### config.mk
export PLATFORM = sky130hd
export DESIGN_NAME = uart_rx_8n1
export DESIGN_NICKNAME = d
export VERILOG_FILES = /design/src/rtl/tt_uart_pkg.sv /design/src/rtl/sync_ff.sv /design/src/rtl/uart_rx_8n1.sv
export SDC_FILE = /design/constraint.sdc
export NUM_CORES = 1
export LEC_CHECK = 0
export CORE_ASPECT_RATIO = 1.1
export CORE_MARGIN = 4
export CORE_UTILIZATION = 50
export CTS_CLUSTER_DIAMETER = 60
export DETAILED_ROUTE_END_ITERATION = 7
export PLACE_DENSITY = 0.71
export SLEW_MARGIN = 20
export SYNTH_ARGS = -nofsm -noshare
export SYNTH_HDL_FRONTEND = slang
export SYNTH_HIERARCHICAL = 1
export SYNTH_SLANG_ARGS = --single-unit
### constraint.sdc
create_clock -name clk -period 4.2 [get_ports clk]
set_input_delay 1.05 -clock clk [delete_from_list [all_inputs] [get_ports clk]]
set_output_delay 1.05 -clock clk [all_outputs]
set_load 0.005 [all_outputs]
### src/rtl/tt_uart_pkg.sv
`default_nettype none
// ============================================================================
// tt_uart_pkg : shared types and constants for the tiny UART receive path
// Revision    : 1.0
// ============================================================================
package tt_uart_pkg;

  localparam int   DATA_BITS  = 8;
  localparam logic IDLE_LEVEL = 1'b1;

  typedef enum logic [2:0] {
    IDLE   = 3'd0,
    START  = 3'd1,
    DATA   = 3'd2,
    PARITY = 3'd3,
    STOP   = 3'd4,
    BREAK  = 3'd5
  } rx_state_e;

endpackage : tt_uart_pkg
`default_nettype wire

### src/rtl/sync_ff.sv
`default_nettype none
// ============================================================================
// sync_ff  : multi-stage synchroniser for an asynchronous single-bit input
// Revision : 1.0
// ============================================================================
module sync_ff #(
  parameter int   STAGES    = 2,
  parameter logic RESET_VAL = 1'b1
) (
  input  logic clk,
  input  logic rst,
  input  logic d,
  output logic q
);

  logic [STAGES-1:0] r_chain;

  always_ff @(posedge clk) begin
    if (rst) begin
      r_chain <= {STAGES{RESET_VAL}};
    end else begin
      r_chain <= {r_chain[STAGES-2:0], d};
    end
  end

  assign q = r_chain[STAGES-1];

endmodule : sync_ff
`default_nettype wire

### src/rtl/uart_rx_8n1.sv
`default_nettype none
// ============================================================================
// uart_rx_8n1 : 8N1 serial receiver (8N1 + even parity with UART_RX_PARITY_EN)
// Revision    : 1.0
// ============================================================================
module uart_rx_8n1
  import tt_uart_pkg::*;
#(
  parameter int CLK_DIV     = 104,
  parameter int SYNC_STAGES = 2
) (
  input  logic                 clk,
  input  logic                 rst,
  input  logic                 rx,
  output logic [DATA_BITS-1:0] data,
  output logic                 valid,
  output logic                 frame_err,
`ifdef UART_RX_PARITY_EN
  output logic                 parity_err,
`endif
  output logic                 busy
);

  localparam int                CNT_W        = $clog2(CLK_DIV);
  localparam logic [CNT_W-1:0] C_BIT_RELOAD  = CNT_W'(CLK_DIV - 1);
  localparam logic [CNT_W-1:0] C_HALF_RELOAD = CNT_W'(CLK_DIV / 2 - 1);
  localparam logic [2:0]       C_LAST_IDX    = 3'(DATA_BITS - 1);

  logic                   w_rx_s;
  rx_state_e              r_state, w_state;
  logic [CNT_W-1:0]       r_cnt, w_cnt;
  logic [2:0]             r_idx, w_idx;
  logic [DATA_BITS-1:0]   r_shift, w_shift;
  logic [DATA_BITS-1:0]   r_data, w_data;
  logic                   r_valid, w_valid;
  logic                   r_frame_err, w_frame_err;
  logic [SYNC_STAGES-1:0] r_settle;
  logic                   r_armed;
`ifdef UART_RX_PARITY_EN
  logic                   r_par, w_par;
  logic                   r_parity_err, w_parity_err;
`endif

  sync_ff #(
    .STAGES    (SYNC_STAGES),
    .RESET_VAL (IDLE_LEVEL)
  ) u_sync (
    .clk (clk),
    .rst (rst),
    .d   (rx),
    .q   (w_rx_s)
  );

  // Start edges are only honoured once the real line has been seen idle after
  // reset; the synchroniser's reset value must flush out before it counts.
  always_ff @(posedge clk) begin
    if (rst) begin
      r_settle <= '0;
      r_armed  <= 1'b0;
    end else begin
      r_settle <= {r_settle[SYNC_STAGES-2:0], 1'b1};
      r_armed  <= r_armed | (r_settle[SYNC_STAGES-1] & (w_rx_s == IDLE_LEVEL));
    end
  end

  always_ff @(posedge clk) begin
    if (rst) begin
      r_state     <= IDLE;
      r_cnt       <= '0;
      r_idx       <= '0;
      r_shift     <= '0;
      r_data      <= '0;
      r_valid     <= 1'b0;
      r_frame_err <= 1'b0;
    end else begin
      r_state     <= w_state;
      r_cnt       <= w_cnt;
      r_idx       <= w_idx;
      r_shift     <= w_shift;
      r_data      <= w_data;
      r_valid     <= w_valid;
      r_frame_err <= w_frame_err;
    end
  end

`ifdef UART_RX_PARITY_EN
  always_ff @(posedge clk) begin
    if (rst) begin
      r_par        <= 1'b0;
      r_parity_err <= 1'b0;
    end else begin
      r_par        <= w_par;
      r_parity_err <= w_parity_err;
    end
  end
`endif

  always_comb begin
    w_state     = r_state;
    w_cnt       = r_cnt;
    w_idx       = r_idx;
    w_shift     = r_shift;
    w_data      = r_data;
    w_valid     = 1'b0;
    w_frame_err = 1'b0;
`ifdef UART_RX_PARITY_EN
    w_par        = r_par;
    w_parity_err = 1'b0;
`endif
    case (r_state)
      IDLE: begin
        if (r_armed && (w_rx_s != IDLE_LEVEL)) begin
          w_state = START;
          w_cnt   = C_HALF_RELOAD;
        end
      end
      START: begin
        if (r_cnt != '0) begin
          w_cnt = r_cnt - 1'b1;
        end else if (w_rx_s == IDLE_LEVEL) begin
          w_state = IDLE;
        end else begin
          w_state = DATA;
          w_idx   = '0;
          w_cnt   = C_BIT_RELOAD;
        end
      end
      DATA: begin
        if (r_cnt != '0) begin
          w_cnt = r_cnt - 1'b1;
        end else begin
          w_shift = {w_rx_s, r_shift[DATA_BITS-1:1]};
          w_cnt   = C_BIT_RELOAD;
          if (r_idx == C_LAST_IDX) begin
`ifdef UART_RX_PARITY_EN
            w_state = PARITY;
`else
            w_state = STOP;
`endif
          end else begin
            w_idx = r_idx + 1'b1;
          end
        end
      end
`ifdef UART_RX_PARITY_EN
      PARITY: begin
        if (r_cnt != '0) begin
          w_cnt = r_cnt - 1'b1;
        end else begin
          w_par   = w_rx_s;
          w_cnt   = C_BIT_RELOAD;
          w_state = STOP;
        end
      end
`endif
      STOP: begin
        if (r_cnt != '0) begin
          w_cnt = r_cnt - 1'b1;
        end else if (w_rx_s == IDLE_LEVEL) begin
          // Returning to IDLE mid-stop-bit lets back-to-back frames through.
          w_state = IDLE;
`ifdef UART_RX_PARITY_EN
          if ((^r_shift) ^ r_par) begin
            w_parity_err = 1'b1;
          end else begin
            w_data  = r_shift;
            w_valid = 1'b1;
          end
`else
          w_data  = r_shift;
          w_valid = 1'b1;
`endif
        end else begin
          w_frame_err = 1'b1;
          w_state     = BREAK;
        end
      end
      BREAK: begin
        if (w_rx_s == IDLE_LEVEL) begin
          w_state = IDLE;
        end
      end
      default: begin
        w_state = IDLE;
      end
    endcase
  end

  assign data      = r_data;
  assign valid     = r_valid;
  assign frame_err = r_frame_err;
  assign busy      = (r_state != IDLE);
`ifdef UART_RX_PARITY_EN
  assign parity_err = r_parity_err;
`endif

endmodule : uart_rx_8n1
`default_nettype wire

==> metrics.csv, run 1 <==
stage,metric,value,unit
outcome,run_status,"complete, no violations",
power,p_switching,0.139,mW
worst_setup_path,r2r_end,data[3],
finish,synthToLayoutAreaGrowth,12.1,%
timing,drv_slew,0,
finish,final_cell_area,1780,um^2
yosys,syn-cell-area,1590,um^2
power,leakagePower,0.710,nW
timing,clock_skew,3.44,ps
timing,fmax,0.364,GHz
power,power,0.579,mW
power,ir_worst_vdd,0.206,mV
timing,setup_viol_count_final,0,
timing,fin_setup_tns,0,ps
yosys,synth-edff-count,0,
yosys,yosysWarningCount,6,
clock_network,root_buffer,clkbuf_4,
routing,detail_route.wl_per_cell,13.9,um
placed_design,dp_hpwl,2140,um
die,dieArea,4140,um^2
timing,whs,419,ps
yosys,syn_inst,180,
finish,stdcell_count,225,
clock_network,path_clk_slew,100,ps
worst_setup_path,worstPathMaxFanout,16,
power,power_density,325,nW/um^2
routing,antenna_left,0,
worst_setup_path,worstSetupPathType,flip-flop to primary output,
power,pwr-share-seq,0.603,
die,die_h,67.1,um
yosys,ys_ff_latch,36,
routing,first_iter_violations,67,
yosys,yosys.area.top_type,dfxtp_1,
yosys,synth_common_cells,"36 x dfxtp_1, 18 x nor2_1, 17 x a21oi_1, 16 x nand2_1, 12 x nand3_1",
timing,slew_headroom,0.351,
yosys,syn_area_per_cell,8.82,um^2
power,p_sw_frac,0.241,
yosys,yosysMostFrequentCell,dfxtp_1,
worst_setup_path,required,3150,ps
clock_network,h-tree-depth,2,
worst_hold_path,hold_class,flip-flop to flip-flop,
clock_network,cts_tree,yes,
timing,worstMarginPinSlew,970,ps
global_route,grt_start_max_net_pins,36,
worst_setup_path,r2r_cells,7,
worst_setup_path,crit_path_start_kind,flip-flop,
timing,finalHoldViolations,0,
finish,diodes,0,
timing,rsz0062_at_grt,false,
global_route,grt_pass1_wl,5260,um
finish,seq_area,721,um^2
clock_network,post_cts_buffers,0,
global_route,track_usage,0.174,
clock_network,cts_buffers,5,
global_route,grt_pass1_vias,1188,
yosys,synth_area_leaders,"dfxtp_1 45%, a21oi_1 5.4%, mux2i_1 5.0%, nor2_1 4.3%, nand3_1 3.8%",
worst_setup_path,crit_path_end,busy,
timing,finalCriticalPeriod,2740,ps
power,clkPwrFrac,0.339,
flow_run,drv_cap,0,
clock_network,cts_sinks,36,
die,row_count,21,
yosys,synth_ff_type,dfxtp_1,
clock_network,insertion_delay,340,ps
clock_network,clk_path_buf_depth,2,
die,start_util,0.521,
power,combPwrFrac,0.058,
global_route,grt_overflow,0,
finish,fill_cells,303,
die,core_area,3050,um^2
yosys,postSynth.asyncResetShare,0,
routing,num_vias,1280,
placed_design,placed_area,1720,um^2
yosys,syn_nets,186,
worst_setup_path,crit_arrival,1690,ps
routing,drcViolationCount,0,
worst_setup_path,crit_path_end_kind,primary output,
finish,finalNetCount,196,
finish,multi_input_area,805,um^2
placed_design,port_buffers,13,
power,p_int,0.439,mW
clock_network,cts_hold_buf,0,
yosys,yosysTopAreaCellShare,0.454,
global_route,antenna_found_initial,0,
worst_setup_path,r2r_start,r_cnt[0],
routing,viasPerCell,5.69,
die,ioPinCount,14,
timing,post-route-period-util,0.653,
finish,final_layout_size_suffix_gt1_frac,0.0785,
yosys,yosys.cell_types.count,43,
worst_setup_path,timing.reg2reg.setup_slack,1750,ps
routing,drt_first_pass_iters,4,
clock_network,cts_resized,0,
placed_design,gp_congestion,0.815,
die,die_w,61.7,um
placed_design,placed_cells,217,
worst_setup_path,startpoint,r_state[2],
yosys,ys_seq_area_frac,0.454,
routing,wirelength,3130,um
[registers in the layout, indices dropped and copies added, names as in the netlist]
register        cells
data                8
r_cnt               7
r_armed             1
frame_err           1
r_settle            2
r_state             3
valid               1
r_shift             8
u_sync/r_chain      2
r_idx               3
[power by group through the flow]
stage	clock (mW)	combinational, mW	sequential [mW]
final	0.196	0.0335	0.349
after global routing	0.221	0.0373	0.349
after CTS	0.207	0.0337	0.349
after detailed placement	0	0.0336	0.356
after global placement	0	0.0326	0.356
after floorplan	0	0.0274	0.355
[cells in the final DEF, fill, tap and decap left out, types with 2 or more instances in the layout]
master           count
a21oi_1             17
a31oi_1              2
and3_1               2
clkbuf_4             5
clkdlybuf4s50_1     13
dfxtp_1             36
ha_1                 3
inv_1                3
mux2i_1              8
nand2_1             16
nand2b_1             4
nand3_1             12
nor2_1              18
nor2b_1              2
nor3_1               7
o21a_1               3
o21ai_0              8
or2_1                2
or3_1                3
xnor2_1              2
[kinds of logic after synthesis]
logic type,share of synthesized area
buffers and inverters,0.0394
AND/OR/NAND/NOR,0.251
flip-flops,0.454
adder cells (fa/ha/maj),0.0236
AO/OA/AOI/OAI,0.170
multiplexers,0.0504
XOR/XNOR,0.0110
[worst min path at each step]
stage | from | to | cells after the start
floorplan | u_sync/r_chain[0] | u_sync/r_chain[1] | 1
global placement | u_sync/r_chain[0] | u_sync/r_chain[1] | 1
detailed placement | u_sync/r_chain[0] | u_sync/r_chain[1] | 1
CTS | u_sync/r_chain[0] | u_sync/r_chain[1] | 1
global route | u_sync/r_chain[0] | u_sync/r_chain[1] | 1
finish | u_sync/r_chain[0] | u_sync/r_chain[1] | 1
[metrics by stage]
| stage | worst slack [ps] | utilization |
|---|---|---|
| after floorplan | 2240 | - |
| after global placement | 1690 | 0.563 |
| after detailed placement | 1650 | 0.563 |
| after CTS | 1450 | 0.584 |
| after global routing | 1390 | 0.584 |
| final | 1460 | 0.584 |
[metal layers]
| layer | routed length, um | GRT usage | up-vias |
|---|---|---|---|
| li1 | - | - | 656 |
| met1 | 1320 | 0.189 | 594 |
| met2 | 1620 | 0.292 | 24 |
| met3 | 138 | 0.0698 | 6 |
| met4 | 58 | 0.0796 | 0 |
| met5 | 0 | 0 | - |
[worst max-delay path, cell delays in order (launching register included)]
cell and delay [ps]:
dfxtp_1 480, or3_1 420, clkdlybuf4s50_1 450
[layout make-up]
| type | count | share of cell area |
|---|---|---|
| clock buffers | 7 | 0.0309 |
| clock inverters | 1 | 0.00422 |
| inverters | 3 | 0.00633 |
| multi-input cells | 130 | 0.452 |
| flip-flops and latches | 36 | 0.405 |
| well taps | 34 | 0.0239 |
| repair buffers | 14 | 0.0774 |
Power figures use the tool's default switching activity.
==> run 2: changes to the inputs <==
==> constraint.sdc (replaced) <==
create_clock -name clk -period 2.65 [get_ports clk]
set_input_delay 0.6625 -clock clk [delete_from_list [all_inputs] [get_ports clk]]
set_output_delay 0.6625 -clock clk [all_outputs]
set_load 0.005 [all_outputs]
==> run 2 against run 1 <==
  * Combinational power rose by 67%
  * Worst setup slack lost 1100 ps
  * Critical path depth unchanged
  * Sequential cell count unchanged
  * Cell count rose by 0.89%
  * Total power is 72% higher
  * Critical path type unchanged
  * Largest cell class unchanged
  * Highest routed layer unchanged
==> metrics.csv, run 2 (same netlist as run 1, synthesis figures left out) <==
stage,metric,value,unit
outcome,run_status,"complete, no violations",
global_route,grt_pass1_vias,1142,
timing,fin_setup_tns,0,ps
finish,final_common_cell,dfxtp_1,
clock_network,post_cts_buffers,0,
worst_setup_path,r2r_cells,7,
worst_hold_path,hp-start,u_sync/r_chain[0],
power,p_int,0.766,mW
global_route,grt_overflow,0,
die,die_h,67.1,um
worst_setup_path,required,1990,ps
global_route,grt_pass1_wl,5040,um
clock_network,clk_path_buf_depth,2,
power,pwr-share-seq,0.556,
power,ir_worst_vdd,0.428,mV
timing,worstMarginPinSlew,551,ps
die,row_count,21,
timing,drv_slew,0,
routing,wirelength,2930,um
placed_design,gp_congestion,0.825,
power,leakagePower,0.729,nW
placed_design,dp_hpwl,2040,um
clock_network,cts_tree,yes,
finish,mostFrequentLayoutCells,"36 x dfxtp_1, 18 x nor2_1, 17 x a21oi_1, 16 x nand2_1, 13 x clkdlybuf4s50_1",
finish,final_layout_size_suffix_gt1_frac,0.0933,
timing,layout_setup_ws,308,ps
clock_network,root_buffer,clkbuf_4,
timing,post-route-period-util,0.884,
timing,slew_headroom,0.631,
die,start_util,0.521,
global_route,grt_start_max_net_pins,31,
finish,synthToLayoutAreaGrowth,14.1,%
die,dieArea,4140,um^2
power,p_sw_frac,0.229,
global_route,track_usage,0.164,
worst_setup_path,r2r_start,r_cnt[0],
worst_setup_path,worstSetupPathType,flip-flop to primary output,
timing,finalHoldViolations,0,
routing,drt_first_pass_iters,4,
worst_setup_path,r2r_end,data[4],
worst_setup_path,crit_path_start_kind,flip-flop,
finish,finalNetCount,198,
routing,num_vias,1290,
timing,finalCriticalPeriod,2340,ps
placed_design,port_buffers,13,
timing,clock_skew,4.51,ps
timing,rsz0062_at_grt,false,
routing,viasPerCell,5.68,
timing,fmax,0.427,GHz
worst_setup_path,path_cells,"or3_1, clkdlybuf4s50_1",
worst_setup_path,worstPathMaxFanout,16,
routing,antenna_left,0,
clock_network,cts_buffers,5,
finish,diodes,0,
finish,final_util,0.594,
worst_setup_path,crit_arrival,1680,ps
routing,drcViolationCount,0,
die,core_area,3050,um^2
power,p_switching,0.227,mW
clock_network,cts_resized,0,
worst_hold_path,hold_depth,1,
timing,setup_viol_count_final,0,
routing,first_iter_violations,71,
power,power_density,548,nW/um^2
routing,detail_route.wl_per_cell,12.9,um
worst_hold_path,hold_end,u_sync/r_chain[1],
worst_setup_path,timing.reg2reg.setup_slack,650,ps
clock_network,path_clk_slew,110,ps
clock_network,cts_sinks,36,
power,clkPwrFrac,0.387,
die,ioPinCount,14,
placed_design,pre_cts_ws,617,ps
clock_network,h-tree-depth,2,
clock_network,cts_hold_buf,0,
die,die_w,61.7,um
worst_setup_path,max_stage_delay,470,ps
power,combPwrFrac,0.056,
flow_run,drv_cap,0,
clock_network,insertion_delay,340,ps
global_route,antenna_found_initial,0,
worst_setup_path,crit_path_end_kind,primary output,
power,power,0.993,mW
worst_setup_path,crit_slowest_cell,dfxtp_1,
worst_hold_path,hold_class,flip-flop to flip-flop,
[run 2: cell types whose count changed in the layout (fill, tap and decap cells not counted), sizes merged]
cell | before | now
clkinv | 0 | 1
bufinv | 0 | 1
clkbuf | 7 | 5
buf | 1 | 3
[run 2: cell type report]
cell class / instances / area, um^2
Clock buffer: 5 / 37.5
Sequential cell: 36 / 721
Multi-Input combinational cell: 130 / 805
Clock inverter: 3 / 42.5
Tap cell: 34 / 42.5
Inverter: 3 / 11.3
Fill cell: 282 / 1240
Timing Repair Buffer: 16 / 153
[run 2: worst max-delay path: cells and delay by family, from the launching register on]
family	cells	cell delay, ps
flops	1	470
buf+inv	1	450
simple gates	1	420
[run 2: metal layers]
layer,vias to the layer above,GRT usage,part of all wire
li1,652,-,-
met1,597,0.207,0.44
met2,34,0.255,0.48
met3,7,0.0523,0.063
met4,0,0.0637,0.017
met5,-,0,0
[run 2: through the flow]
stage               area (um^2)  cells  hold WS [ps]
floorplan                  1590    180           383
global route               1810    227           459
detailed placement         1730    219           395
CTS                        1810    227           422
finish                     1810    227           423
global placement           1730    219           393
[run 2: power by group through the flow]
stage                     Clock (mW)  Sequential (mW)  Combinational [mW]
after floorplan                    0            0.562              0.0434
after global placement             0            0.565              0.0545
after detailed placement           0            0.565              0.0553
after CTS                      0.398            0.552              0.0555
after global routing           0.428            0.554              0.0628
final                          0.385            0.552              0.0558
[run 2: worst max-delay path by stage]
| stage | start | end | slack [ps] | depth (start not counted) |
|---|---|---|---|---|
| floorplan | r_cnt[0] | data[0] | 970 | 9 |
| global placement | rst | r_state[0] | 670 | 4 |
| detailed placement | r_cnt[0] | data[4] | 620 | 7 |
| CTS | r_state[2] | busy | 300 | 2 |
| global route | r_state[2] | busy | 200 | 2 |
| finish | r_state[2] | busy | 310 | 2 |
==> run 3: changes to the inputs <==
--- a/config.mk
+++ b/config.mk
@@ -5,12 +5,12 @@
 export SDC_FILE = /design/constraint.sdc
 export NUM_CORES = 1
 export LEC_CHECK = 0
-export CORE_ASPECT_RATIO = 1.1
+export CORE_ASPECT_RATIO = 0.6
 export CORE_MARGIN = 4
 export CORE_UTILIZATION = 50
 export CTS_CLUSTER_DIAMETER = 60
 export DETAILED_ROUTE_END_ITERATION = 7
-export PLACE_DENSITY = 0.71
+export PLACE_DENSITY = 0.73
 export SLEW_MARGIN = 20
 export SYNTH_ARGS = -nofsm -noshare
 export SYNTH_HDL_FRONTEND = slang
==> constraint.sdc (replaced) <==
create_clock -name clk -period 2.1 [get_ports clk]
set_input_delay 0.525 -clock clk [delete_from_list [all_inputs] [get_ports clk]]
set_output_delay 0.525 -clock clk [all_outputs]
set_load 0.005 [all_outputs]
==> run 3 against run 2 <==
  * Critical path depth did not move
  * Largest power group unchanged
  * Core utilization grew 4.4 points
  * Die area rose by 0.69%
  * Sequential share of layout area fell by 1.3 points
  * Combinational power grew 35%
  * Count of clock-buffer cells in the layout grew 1
  * Final area grew 3.9%
  * Non-clock buffer count increased by 4
  * Cell count increased by 5.3%
  * First-iteration DRC count rose by 61%
  * Worst setup slack lost 210 ps
  * Clock power grew 53%
==> metrics.csv, run 3 (same netlist as run 1, synthesis figures left out) <==
stage,metric,value,unit
worst_setup_path,crit_slowest_cell,clkdlybuf4s50_1,
clock_network,cts_sinks,36,
timing,fin_setup_tns,0,ps
die,die_h,51.7,um
worst_hold_path,hold_class,flip-flop to flip-flop,
die,die_w,80.8,um
global_route,grt_start_max_net_pins,24,
global_route,grt_pass1_vias,1246,
clock_network,h-tree-depth,2,
worst_hold_path,hp-start,u_sync/r_chain[0],
clock_network,clk_path_buf_depth,2,
worst_setup_path,worstPathMaxFanout,11,
worst_setup_path,required,1570,ps
global_route,track_usage,0.183,
timing,setup_viol_count_final,0,
routing,drt_first_pass_iters,4,
clock_network,cts_buffers,5,
timing,finalHoldViolations,0,
timing,finalCriticalPeriod,2000,ps
flow_run,drv_cap,0,
finish,stdcell_count,239,
clock_network,insertion_delay,290,ps
placed_design,placed_area,1770,um^2
placed_design,dp_hpwl,2350,um
timing,worstMarginPinSlew,371,ps
timing,rsz0062_at_grt,false,
worst_setup_path,crit_arrival,1470,ps
placed_design,gp_congestion,0.914,
finish,final_common_cell,dfxtp_1,
placed_design,placed_cells,231,
timing,drv_slew,0,
routing,num_vias,1302,
power,ir_worst_vdd,0.361,mV
worst_hold_path,hold_depth,1,
timing,fmax,0.500,GHz
worst_setup_path,max_stage_delay,450,ps
timing,clock_skew,5.17,ps
worst_setup_path,crit_path_start_kind,flip-flop,
outcome,run_status,"complete, no violations",
worst_setup_path,timing.reg2reg.setup_slack,210,ps
placed_design,port_buffers,13,
routing,detail_route.wl_per_cell,13.5,um
die,row_count,15,
worst_setup_path,crit_path_end_kind,primary output,
routing,antenna_left,0,
finish,fill_cells,262,
finish,mostFrequentLayoutCells,"34 x dfxtp_1, 18 x nor2_1, 17 x a21oi_1, 16 x nand2_1, 13 x clkdlybuf4s50_1",
global_route,grt_pass1_wl,5780,um
power,leakagePower,0.764,nW
routing,viasPerCell,5.45,
die,start_util,0.539,
finish,finalNetCount,202,
finish,synthToLayoutAreaGrowth,18.5,%
finish,final_util,0.639,
die,core_area,2950,um^2
routing,first_iter_violations,114,
worst_setup_path,r2r_end,r_cnt[5],
power,power_density,724,nW/um^2
worst_setup_path,path_cells,"or3_1, clkdlybuf4s50_1",
finish,final_cell_area,1880,um^2
worst_setup_path,r2r_cells,7,
global_route,grt_overflow,0,
finish,diodes,0,
timing,post-route-period-util,0.952,
placed_design,pre_cts_ws,216,ps
timing,layout_setup_ws,101,ps
timing,slew_headroom,0.746,
routing,drcViolationCount,0,
worst_hold_path,hold_end,u_sync/r_chain[1],
global_route,antenna_found_initial,0,
die,ioPinCount,14,
clock_network,root_buffer,clkbuf_8,
routing,wirelength,3240,um
worst_setup_path,r2r_start,r_cnt[0],
finish,final_layout_size_suffix_gt1_frac,0.117,
clock_network,path_clk_slew,70,ps
clock_network,cts_tree,yes,
die,dieArea,4170,um^2
worst_setup_path,worstSetupPathType,flip-flop to primary output,
## run 3: changes by cell type in the layout (fill, tap and decap cells not counted), sizes merged
| cell | delta |
|---|---|
| clkbuf | +1 |
| clkinvlp | -1 |
| buf | +4 |
## run 3: area by class of cell
cell class	instances	area (um^2)	share of cell area
timing repair buffer	20	183	0.0971
multi-input combinational	130	805	0.428
tap	42	52.6	0.0279
clock buffer	6	72.6	0.0386
inverter	3	11.3	0.00598
sequential	36	723	0.384
clock inverter	2	35.0	0.0186
## run 3: critical path, delay by kind of cell (launching register included)
| family | cells | cell delay [ps] |
|---|---|---|
| and+or+nand+nor | 1 | 350 |
| DFF | 1 | 390 |
| buffers and inverters | 1 | 450 |
## run 3: metal layers
layer	share of wire	routed length (um)	vias to the layer above	GRT usage
li1	-	-	667	-
met1	0.54	1740	593	0.263
met2	0.40	1290	37	0.254
met3	0.049	157	5	0.0484
met4	0.017	55	0	0.0815
met5	0	0	-	0
## run 3: worst max path at each step
stage               depth (start not counted)  slack [ps]       start  endpoint
floorplan                                   9         420    r_cnt[0]   data[0]
global placement                            5         220         rst  r_cnt[6]
detailed placement                          8         220    r_cnt[0]   data[1]
CTS                                         2          10  r_state[0]      busy
global route                                2          30  r_state[0]      busy
finish                                      2         100  r_state[0]      busy
## run 3: repair_timing
action                                  in CTS  in global routing
endpoints found under the setup margin       0                  1
gates resized for setup                      0                  2
buffers inserted                             0                  0
hold buffers                                 0                  0
## run 3: where the power goes
part | switching [mW] | internal [mW]
sequential | 0.00714 | 0.690
combinational | 0.0441 | 0.0312
clock | 0.238 | 0.352
total | 0.290 | 1.07
## run 3: metrics by stage
stage | total power [mW] | hold slack [ps]
final | 1.36 | 406
after global routing | 1.43 | 446
after CTS | 1.38 | 407
after detailed placement | 0.787 | 391
after global placement | 0.786 | 394
after floorplan | 0.764 | 383
